[src/rtl/home_automation_pkg.sv]
// rtl/home_automation_pkg.sv - shared sensor indices and conditioning defaults
package home_automation_pkg;

  localparam int NUM_SENSORS = 5;

  localparam int IDX_SFD = 0;
  localparam int IDX_SRD = 1;
  localparam int IDX_SFA = 2;
  localparam int IDX_SW  = 3;
  localparam int IDX_ST  = 4;

  localparam int DEFAULT_TEMP_W             = 6;
  localparam int DEFAULT_DEBOUNCE_CYCLES    = 4;
  localparam int DEFAULT_TEMP_STABLE_CYCLES = 2;

  // Counter width for a terminal count of n-1; never narrower than one bit.
  function automatic int cnt_width(input int n);
    return (n > 1) ? $clog2(n) : 1;
  endfunction

endpackage

[src/rtl/debounce_bit.sv]
// rtl/debounce_bit.sv - two-flop synchroniser and debouncer for one binary sensor
module debounce_bit
  import home_automation_pkg::*;
#(
  parameter int DEBOUNCE_CYCLES = DEFAULT_DEBOUNCE_CYCLES
) (
  input  logic clk,
  input  logic reset,
  input  logic raw,
  output logic clean,
  output logic flip
);

  localparam int CW = cnt_width(DEBOUNCE_CYCLES);
  localparam logic [CW-1:0] CNT_LAST = CW'(DEBOUNCE_CYCLES - 1);

  logic          s1;
  logic          s2;
  logic [CW-1:0] cnt;

  // High on the edge where the output is about to take the synchronised level.
  assign flip = (s2 != clean) && (cnt == CNT_LAST);

  // Two-stage synchroniser for the asynchronous sensor level.
  always_ff @(posedge clk or negedge reset) begin
    if (!reset) begin
      s1 <= 1'b0;
      s2 <= 1'b0;
    end else begin
      s1 <= raw;
      s2 <= s1;
    end
  end

  // Count consecutive disagreements; any agreement restarts the count.
  always_ff @(posedge clk or negedge reset) begin
    if (!reset) begin
      cnt   <= '0;
      clean <= 1'b0;
    end else if (s2 == clean) begin
      cnt <= '0;
    end else if (flip) begin
      clean <= s2;
      cnt   <= '0;
    end else begin
      cnt <= cnt + CW'(1);
    end
  end

endmodule

[src/rtl/sensor_conditioner.sv]
// rtl/sensor_conditioner.sv - synchronise, debounce and filter the home sensors
module sensor_conditioner
  import home_automation_pkg::*;
#(
  parameter int DEBOUNCE_CYCLES    = DEFAULT_DEBOUNCE_CYCLES,
  parameter int TEMP_STABLE_CYCLES = DEFAULT_TEMP_STABLE_CYCLES,
  parameter int TEMP_W             = DEFAULT_TEMP_W
) (
  input  logic              clk,
  input  logic              reset,
  input  logic              SFD_raw,
  input  logic              SRD_raw,
  input  logic              SFA_raw,
  input  logic              SW_raw,
  input  logic              ST_raw,
  input  logic [TEMP_W-1:0] temperature_raw,
  output logic              SFD,
  output logic              SRD,
  output logic              SFA,
  output logic              SW,
  output logic              ST,
  output logic [TEMP_W-1:0] temperature,
  output logic              any_active,
  output logic              sensor_change
);

  localparam int SW_CNT = cnt_width(TEMP_STABLE_CYCLES);
  localparam logic [SW_CNT-1:0] STAB_LAST = SW_CNT'(TEMP_STABLE_CYCLES - 1);

  logic [NUM_SENSORS-1:0] raw;
  logic [NUM_SENSORS-1:0] clean;
  logic [NUM_SENSORS-1:0] flip;

  logic [TEMP_W-1:0] t_s1;
  logic [TEMP_W-1:0] t_s2;
  logic [TEMP_W-1:0] hold;
  logic [SW_CNT-1:0] stab_cnt;
  logic              temp_pub;

  assign raw[IDX_SFD] = SFD_raw;
  assign raw[IDX_SRD] = SRD_raw;
  assign raw[IDX_SFA] = SFA_raw;
  assign raw[IDX_SW]  = SW_raw;
  assign raw[IDX_ST]  = ST_raw;

  for (genvar gi = 0; gi < NUM_SENSORS; gi++) begin : g_db
    debounce_bit #(
      .DEBOUNCE_CYCLES(DEBOUNCE_CYCLES)
    ) u_db (
      .clk   (clk),
      .reset (reset),
      .raw   (raw[gi]),
      .clean (clean[gi]),
      .flip  (flip[gi])
    );
  end

  assign SFD = clean[IDX_SFD];
  assign SRD = clean[IDX_SRD];
  assign SFA = clean[IDX_SFA];
  assign SW  = clean[IDX_SW];
  assign ST  = clean[IDX_ST];

  assign any_active = |clean;

  // The held code has been steady long enough and differs from what is published.
  assign temp_pub = (t_s2 == hold) && (hold != temperature) && (stab_cnt == STAB_LAST);

  // Bit-wise synchroniser; skew between bits is absorbed by the stability filter.
  always_ff @(posedge clk or negedge reset) begin
    if (!reset) begin
      t_s1 <= '0;
      t_s2 <= '0;
    end else begin
      t_s1 <= temperature_raw;
      t_s2 <= t_s1;
    end
  end

  // Publish the held code only once it has stayed constant for the full window.
  always_ff @(posedge clk or negedge reset) begin
    if (!reset) begin
      hold        <= '0;
      stab_cnt    <= '0;
      temperature <= '0;
    end else if (t_s2 != hold) begin
      hold     <= t_s2;
      stab_cnt <= '0;
    end else if (temp_pub) begin
      temperature <= hold;
      stab_cnt    <= '0;
    end else if (hold != temperature) begin
      stab_cnt <= stab_cnt + SW_CNT'(1);
    end else begin
      stab_cnt <= '0;
    end
  end

  // One pulse per edge on which any conditioned output changes.
  always_ff @(posedge clk or negedge reset) begin
    if (!reset) begin
      sensor_change <= 1'b0;
    end else begin
      sensor_change <= (|flip) || temp_pub;
    end
  end

endmodule

[config.mk]
export PLATFORM = sky130hd
export DESIGN_NAME = sensor_conditioner
export DESIGN_NICKNAME = d
export VERILOG_FILES = /design/src/rtl/home_automation_pkg.sv /design/src/rtl/debounce_bit.sv /design/src/rtl/sensor_conditioner.sv
export SDC_FILE = /design/constraint.sdc
export NUM_CORES = 1
export LEC_CHECK = 0
export BUFFER_PORTS_ARGS = -buffer_cell sky130_fd_sc_hd__buf_2
export CORE_AREA = 8 8 92 69
export CTS_BUF_LIST = sky130_fd_sc_hd__clkbuf_2 sky130_fd_sc_hd__clkbuf_4 sky130_fd_sc_hd__clkbuf_8
export DETAILED_ROUTE_END_ITERATION = 10
export DIE_AREA = 0 0 100 77
export PLACE_DENSITY = 0.61
export SLEW_MARGIN = 20
export SYNTH_ARGS = -nofsm -noshare
export SYNTH_HDL_FRONTEND = slang
export SYNTH_SLANG_ARGS = --single-unit
export TNS_END_PERCENT = 100
[constraint.sdc]
create_clock -name clk -period 1.4 [get_ports clk]
set_input_delay 0.07 -clock clk [delete_from_list [all_inputs] [get_ports clk]]
set_output_delay 0.07 -clock clk [all_outputs]
set_load 0.03 [all_outputs]
After elaboration in Yosys (flattened, before gate mapping)
Index checks and enable logic that the tools add are counted.
{ "classes": {"eq_ne": 18, "bitwise_logic": 6, "mux": 13, "n_addsub": 6, "reduce_logical": 16} }
{ "op_table": {"columns": ["cell", "count"], "rows": [
  ["2-bit two-way mux", 10],
  ["6-bit inequality test", 2],
  ["2-bit AND reduction", 6],
  ["2-bit by 1-bit adder with 2-bit output (second input constant)", 5],
  ["2-bit equality test (second input constant)", 5],
  ["5-bit OR reduction", 2],
  ["1-bit logical AND", 7],
  ["6-bit equality test", 1],
  ["1-bit NOT", 6],
  ["1-bit equality test", 5],
  ["1-bit inequality test", 5],
  ["1-bit two-way mux", 3],
  ["1-bit adder (second input constant)", 1],
  ["1-bit logical OR", 1]
]} }
{ "word_totals": {"elab_cells": 85, "register_bits": 51} }

Longest topological paths before layout
Gate-level depths: netlist of the first run.
{ "depth": {"word_depth": 5, "mapped_depth": 4, "ltp_nobuf": 4} }

Modules after synthesis
A second synthesis of the first run with hierarchy kept.
{ "unflattened": {"hier_cells": 118, "hier_area_um2": 1848.0} }
{ "by_module_without_submodules": {"columns": ["module", "instances", "seq_area_each_um2", "cells_per_inst", "area_per_inst_um2"], "rows": [
  ["sensor_conditioner", 1, 650.6, 63, 934.6],
  ["debounce_bit", 5, 125.1, 11, 182.7]
]} }

Worst setup path before layout of the first run
No wires, ideal clock.
{ "synth_path": {"path_kind": "reg2reg", "start": "reg temperature[5]", "end": "reg temperature[0]", "path_buffers": 0, "setup_ns": 0.125, "path_stages_with_launch": 5, "setup_slack_ns": -0.243, "arrival_time_ns": 1.519, "path_cell_list": "dfrtp_1 -> xor2_1 -> nor4_2 -> a211oi_4 -> mux2_2"} }
{ "synth_between": {"elab_chain_len": 4} }
{ "synth_lines": {"columns": ["item", "line", "text"], "rows": [
  ["start: declaration", "sensor_conditioner.sv:22", "output logic [TEMP_W-1:0] temperature,"],
  ["start signal: assignment", "sensor_conditioner.sv:90", "temperature <= hold;"],
  ["6-bit inequality test", "sensor_conditioner.sv:67", "assign temp_pub = (t_s2 == hold) && (hold != temperature) && (stab_cnt == STAB_LAST);"],
  ["1-bit logical AND (2 in a row)", "sensor_conditioner.sv:67", null],
  ["2-bit AND reduction (no line)", null, null]
]} }
No other way between the ends.
A chain may end at the register's enable or synchronous reset.

Worst setup path after layout of the first run
{ "layout_path": {"start": "reg temperature[5]", "end": "reg temperature[4]"} }
Same word-level chain as after synthesis.

==> results of run 1 <==
==> cells in the final DEF (no fill, tap or decap) <==
| cell type | count |
|---|---|
| a2111oi_2 | 1 |
| clkbuf_8 | 5 |
| a222oi_1 | 1 |
| buf_2 | 25 |
| nand3b_1 | 1 |
| nand4_1 | 1 |
| buf_4 | 10 |
| buf_6 | 2 |
| a211oi_4 | 1 |
| mux2_4 | 6 |
| nor3b_1 | 5 |
| nor2_1 | 2 |
| xor2_1 | 10 |
| clkinv_2 | 3 |
| xnor2_1 | 5 |
| xnor2_2 | 1 |
| mux2_2 | 5 |
| nor4_4 | 1 |
| and2_1 | 5 |
| dlygate4sd3_1 | 12 |
| ha_1 | 5 |
| dfrtp_2 | 6 |
| buf_12 | 1 |
| nor3_1 | 1 |
| xor2_2 | 1 |
| dfrtp_1 | 45 |
| nand2_1 | 2 |
| a22oi_1 | 1 |
| nand3_1 | 1 |
==> per-layer routing <==
layer	track usage [%]	vias up	wire length [um]
met1	11.0	491	1460
met3	3.16	5	98
met4	4.96	0	78
met2	12.9	15	1420
li1	-	476	-
met5	0	-	0
==> metrics by stage <==
stage	cell area [um^2]	util (%)
CTS	2360	47.1
detailed placement	2070	41.2
global placement	2070	41.2
floorplan	1810	-
global route	2370	47.4
finish	2370	47.4
==> final cells by class <==
type	instances	area (um^2)
Fill cell	447	2640
Clock inverter	3	15.0
Multi-Input combinational cell	56	554
Tap cell	72	90.1
Clock buffer	5	68.8
Timing Repair Buffer	50	363
Sequential cell	51	1280
==> critical path, delay by kind of cell, from the launching register on <==
kind                      cells  cell delay [ns]
xor gates and xnor gates      1             0.19
muxes                         1             0.28
AOI/OAI and AO/OA             1             0.13
buffers and inverters         1             0.16
and+or+nand+nor               1             0.36
DFF                           1             0.43
==> cells in the mapped netlist <==
cell type / number
dfrtp_1: 51
mux2_2: 11
xor2_1: 11
clkbuf_1: 6
xnor2_1: 6
and2_1: 5
ha_1: 5
nor3b_1: 5
nand2_1: 2
nor2_1: 2
a2111oi_0: 1
a211oi_4: 1
a222oi_1: 1
a22oi_1: 1
nand3_1: 1
nand3b_1: 1
nand4_1: 1
nor3_1: 1
nor4_2: 1
==> worst paths after layout <==
path | end | start | cells after the start
setup / recovery | temperature[4] | temperature[5] | 5
hold / removal | g_db[3].u_db.s2 | reset | 3
setup reg to reg | temperature[4] | temperature[5] | 5
hold reg to reg | g_db[2].u_db.s2 | g_db[2].u_db.s1 | 0
max in group asynchronous | temperature[5] | reset | 3
min in group clk | g_db[2].u_db.s2 | g_db[2].u_db.s1 | 0
==> repair_timing <==
action	in CTS	in global routing
hold buffers	12	0
hold endpoints to repair	62	0
pin swaps	11	0
endpoints found under the setup margin	7	8
setup buffers	6	1
resized for setup	11	2
==> cells by family (layout without fill, tap and decap cells) <==
logic type	after synthesis	after routing	share of synthesized area (%)
and+or+nand+nor	19	19	6.67
buffers and inverters	6	58	1.25
adders and majority gates	5	5	3.47
AOI/OAI and AO/OA	4	4	2.57
muxes	11	11	6.88
xor gates and xnor gates	17	17	8.27
DFF	51	51	70.9
==> flip-flops by register name, summed over array words and instances (netlist names) <==
name	cells
t_s2	6
t_s1	6
stab_cnt	1
g_db.u_db.cnt	10
sensor_change	1
g_db.u_db.s2	5
g_db.u_db.clean	5
hold	6
temperature	6
g_db.u_db.s1	5
==> power by group <==
| group | total, mW | leakage (nW) | internal [mW] | switching (mW) |
|---|---|---|---|---|
| Combinational | 0.830 | 0.460 | 0.376 | 0.454 |
| Clock | 0.811 | 0.0477 | 0.343 | 0.468 |
| Sequential | 1.90 | 0.616 | 1.72 | 0.180 |
==> metrics.yaml, run 1 <==
core-area_um2: 5010
hp-class: "input port to asynchronous set/reset pin"
hold_violations: 0
critical_path_class: "flop to flop"
antenna_found_initial: 0
grt_pass1_wl_mm: 5.24
vias: 987
violations: "setup timing"
cts.clk_slew.worst_paths_ns: 0.09
syn_nets: 131
wl_per_cell_um: 12.9
dieArea_um2: 7700
slowest_stage: "dfrtp_2"
clockRootBuffer: "clkbuf_8"
htreeDepth: 2
syn_area_um2: 1800
gr-total-overflow: 0
ant_nets: 0
worstMarginPinSlew_ns: 0.315
setup_slack_ns: -0.262
place_inst: 211
worstPathRequired_ns: 1.60
clk_latency_ns: 0.30
die_h_um: 77
drv_slew: 0
critPathMaxFanout: 3
grt_pass1_vias: 1066
antenna_cells: 0
setup-tns-final_ns: -1.78
max_stage_delay_ns: 0.43
cp.arrival_ns: 1.86
num_rows: 22
skew_ns: 0.00714
critPathCaptureType: "flop"
fin_cells: 237
rsz0062_at_grt: "yes"
p_leak_nw: 1.12
hpwl_mm: 1.98
maxCapViolCount: 0
io_pins: 26
firstDrtPassIters: 4
numClockSinks: 51
avgSynthCellArea_um2: 15.9
crit_path_cell_trace: "xor2_2 -> nor4_4 -> a211oi_4 -> buf_4 -> mux2_4"
io_buffer_count: 25
grt_start_max_net_pins: 52
setup_viol: 8
ys_warn_count: 0
synthTopCellsByArea: "dfrtp_1, mux2_2, xor2_1, ha_1, xnor2_1"
wl_mm: 3.06
outcome: "finished, violations left"
ys_seq_elements: 51
cts_max_path_buffers: 2
gr-usage-all-layers_pct: 8.81
via_per_inst: 4.16
start_util_pct: 35.9
drt_first_iter_violations: 60
die_w_um: 100
ys_seq_area_share_pct: 70.9
start_kind: "flop"
maxSlewHeadroom_pct: 78.9
gp_congestion: 0.730
reg2reg_setup_slack_ns: -0.26
area_delta_synth_final_pct: 31.9
synth_cells: 113
pre_cts_ws_ns: -0.376
ir_worst_vdd_uv: 583
synth_top_area_share_pct: 70.9
ys_types: 19
holdWs_ns: 0.273
synth_area_leader_cell: "dfrtp_1"
fin_crit_sh_pct: 119
nets: 182
powerDensity_nw_per_um2: 1490
power_mw: 3.54
drive_gt1_share_pct: 41.2
finalCriticalPeriod_ns: 1.66
tritoncts: "done"
numCtsBuffers: 5
fmax_ghz: 0.602
drc: 0
No activity file was read; power rests on OpenSTA's default activity.
==> run 2: changes to the inputs <==
--- a/config.mk
+++ b/config.mk
@@ -10,7 +10,8 @@
 export CTS_BUF_LIST = sky130_fd_sc_hd__clkbuf_2 sky130_fd_sc_hd__clkbuf_4 sky130_fd_sc_hd__clkbuf_8
 export DETAILED_ROUTE_END_ITERATION = 10
 export DIE_AREA = 0 0 100 77
-export PLACE_DENSITY = 0.61
+export PLACE_DENSITY = 0.59
+export SETUP_SLACK_MARGIN = 0.1
 export SLEW_MARGIN = 20
 export SYNTH_ARGS = -nofsm -noshare
 export SYNTH_HDL_FRONTEND = slang
==> constraint.sdc (replaced) <==
create_clock -name clk -period 1.6 [get_ports clk]
set_input_delay 0.08 -clock clk [delete_from_list [all_inputs] [get_ports clk]]
set_output_delay 0.08 -clock clk [all_outputs]
set_load 0.03 [all_outputs]
==> run 2 against run 1 <==
- the flow still finishes with violations (setup timing)
- sequential share of layout area is 0.76 points lower
- wire length is 2.9% lower
- clock skew is 0.0028 ns lower
- die area stayed put
- global-route usage is 0.31 points lower
- combinational power is 13% lower
- maximum frequency is 0.45% higher
- critical endpoint unchanged
- highest routed layer unchanged
==> metrics.yaml, run 2 (synthesis gave the netlist of run 1 again) <==
outcome: "finished, violations left"  # unchanged
violations: "setup timing"  # unchanged
power_mw: 3.40  # was 3.54 mW
layout_common_cells: "dfrtp_1, buf_2, dlygate4sd3_1"  # unchanged
p_switching_mw: 0.949  # was 1.10 mW
critPathMaxFanout: 4  # was 3
reg2reg_setup_slack_ns: -0.05  # was -0.26 ns
grt_pass1_vias: 1123  # was 1066
maxCapViolCount: 0  # unchanged
setup_slack_ns: -0.0542  # was -0.262 ns
core-area_um2: 5010  # unchanged
finalCriticalPeriod_ns: 1.65  # was 1.66 ns
start_util_pct: 35.9  # unchanged
via_per_inst: 4.13  # was 4.16
area_delta_synth_final_pct: 34.1  # was 31.9%
critical_path_class: "flop to flop"  # unchanged
gp_congestion: 0.749  # was 0.730
crit_path_start: "hold[0]"  # was temperature[5]
drc: 0  # unchanged
worstPathRequired_ns: 1.79  # was 1.60 ns
maxSlewHeadroom_pct: 67.2  # was 78.9%
start_kind: "flop"  # unchanged
cts.clk_slew.worst_paths_ns: 0.09  # about the same
tritoncts: "done"  # unchanged
ant_nets: 0  # unchanged
die_w_um: 100  # unchanged
drive_gt1_share_pct: 43.1  # was 41.2%
numCtsBuffers: 5  # unchanged
nFillCells: 449  # was 447
switching_share_pct: 27.9  # was 31.2%
antenna_found_initial: 0  # unchanged
clk_latency_ns: 0.29  # was 0.30 ns
layout_commonest_cell: "dfrtp_1"  # unchanged
num_rows: 22  # unchanged
nets: 177  # was 182
fmax_ghz: 0.605  # was 0.602 GHz
drv_slew: 0  # unchanged
p_clk_share_pct: 30.1  # was 22.9%
grt_pass1_wl_mm: 5.13  # was 5.24 mm
r2r_cells: 5  # unchanged
hold_violations: 0  # unchanged
holdWs_ns: 0.266  # was 0.273 ns
p_comb_share_pct: 21.1  # was 23.5%
gr-total-overflow: 0  # unchanged
regMostFlops: "g_db.u_db.cnt"  # unchanged
antenna_cells: 0  # unchanged
fin_crit_sh_pct: 103  # was 119%
ir_worst_vdd_uv: 605  # was 583 uV
p_leak_nw: 1.12  # about the same
vias: 957  # was 987
setup-tns-final_ns: -0.264  # was -1.78 ns
skew_ns: 0.00431  # was 0.00714 ns
cp.arrival_ns: 1.84  # was 1.86 ns
clockRootBuffer: "clkbuf_8"  # unchanged
hp-class: "input port to asynchronous set/reset pin"  # unchanged
drt_first_iter_violations: 34  # was 60
wl_mm: 2.97  # was 3.06 mm
intPower_mw: 2.45  # was 2.43 mW
largest_register_ffs: 10  # unchanged
firstDrtPassIters: 3  # was 4
wl_per_cell_um: 12.8  # was 12.9 um
htreeDepth: 2  # unchanged
powerDensity_nw_per_um2: 1410  # was 1490 nW/um^2
io_buffer_count: 25  # unchanged
r2r_start: "hold[0]"  # was temperature[5]
die_h_um: 77  # unchanged
dieArea_um2: 7700  # unchanged
grt_start_max_net_pins: 32  # was 52
gr-usage-all-layers_pct: 8.50  # was 8.81%
numClockSinks: 51  # unchanged
setup_viol: 7  # was 8
worstMarginPinSlew_ns: 0.491  # was 0.315 ns
rsz0062_at_grt: "yes"  # unchanged
power_frac_seq_pct: 48.7  # was 53.6%
hpwl_mm: 2.02  # was 1.98 mm
critPathCaptureType: "flop"  # unchanged
cts_max_path_buffers: 2  # unchanged
io_pins: 26  # unchanged
run 2: changes by cell type in the layout (fill, tap and decap cells not counted), sizes merged:
cell      delta
clkinv       -3
bufinv       +2
buf          -5
clkinvlp     +1
run 2: power by group through the flow:
stage | Sequential, mW | Clock (mW) | Combinational (mW)
2_1_floorplan | 1.79 | 0 | 0.355
3_3_place_gp | 1.67 | 0 | 0.677
3_5_place_dp | 1.68 | 0 | 0.700
4_1_cts | 1.66 | 1.06 | 0.732
5_1_grt | 1.69 | 1.12 | 0.800
6_report | 1.66 | 1.02 | 0.719
run 2: stage by stage:
| step | worst slack, ns | area (um^2) | util (%) | instances |
|---|---|---|---|---|
| after floorplan | 0.0271 | 1810 | - | 113 |
| after CTS | -0.0242 | 2370 | 47.3 | 232 |
| after global routing | -0.130 | 2410 | 48.2 | 232 |
| after detailed placement | -0.158 | 2060 | 41.1 | 210 |
| after global placement | -0.114 | 2060 | 41.1 | 210 |
| final | -0.0542 | 2410 | 48.2 | 232 |
run 2: critical path, cell delays in order (launching register included):
cell      delay (ns)
dfrtp_2         0.46
xnor2_2         0.21
nand3_2         0.12
a211oi_4        0.28
buf_6           0.16
mux2_2          0.32
run 2: worst paths after layout:
kind                                    to
max                         temperature[4]
min                        g_db[4].u_db.s1
max reg2reg                 temperature[4]
min reg2reg                        t_s2[0]
max in group asynchronous   temperature[0]
min in group clk                   t_s2[0]
run 2: layout make-up:
| class | instances | area [um^2] | area share (%) |
|---|---|---|---|
| Clock inverter | 3 | 67.6 | 2.80 |
| Sequential cell | 51 | 1290 | 53.3 |
| Clock buffer | 5 | 68.8 | 2.85 |
| Multi-Input combinational cell | 56 | 572 | 23.7 |
| Tap cell | 72 | 90.1 | 3.73 |
| Timing Repair Buffer | 45 | 329 | 13.6 |
run 2: what timing repair did:
action | in CTS | in global routing
hold buffers | 12 | 0
endpoints found under the setup margin | 7 | 8
gates resized for setup | 7 | 9
setup buffers | 3 | 0
hold endpoints to repair | 31 | 0
pin swaps | 9 | 3
run 2: per-layer routing:
| layer | GRT usage [%] | wire length (um) | vias up |
|---|---|---|---|
| met5 | 0 | 0 | - |
| met4 | 4.51 | 42 | 0 |
| met3 | 2.61 | 85 | 4 |
| met2 | 14.0 | 1540 | 13 |
| met1 | 9.70 | 1300 | 473 |
| li1 | - | - | 467 |
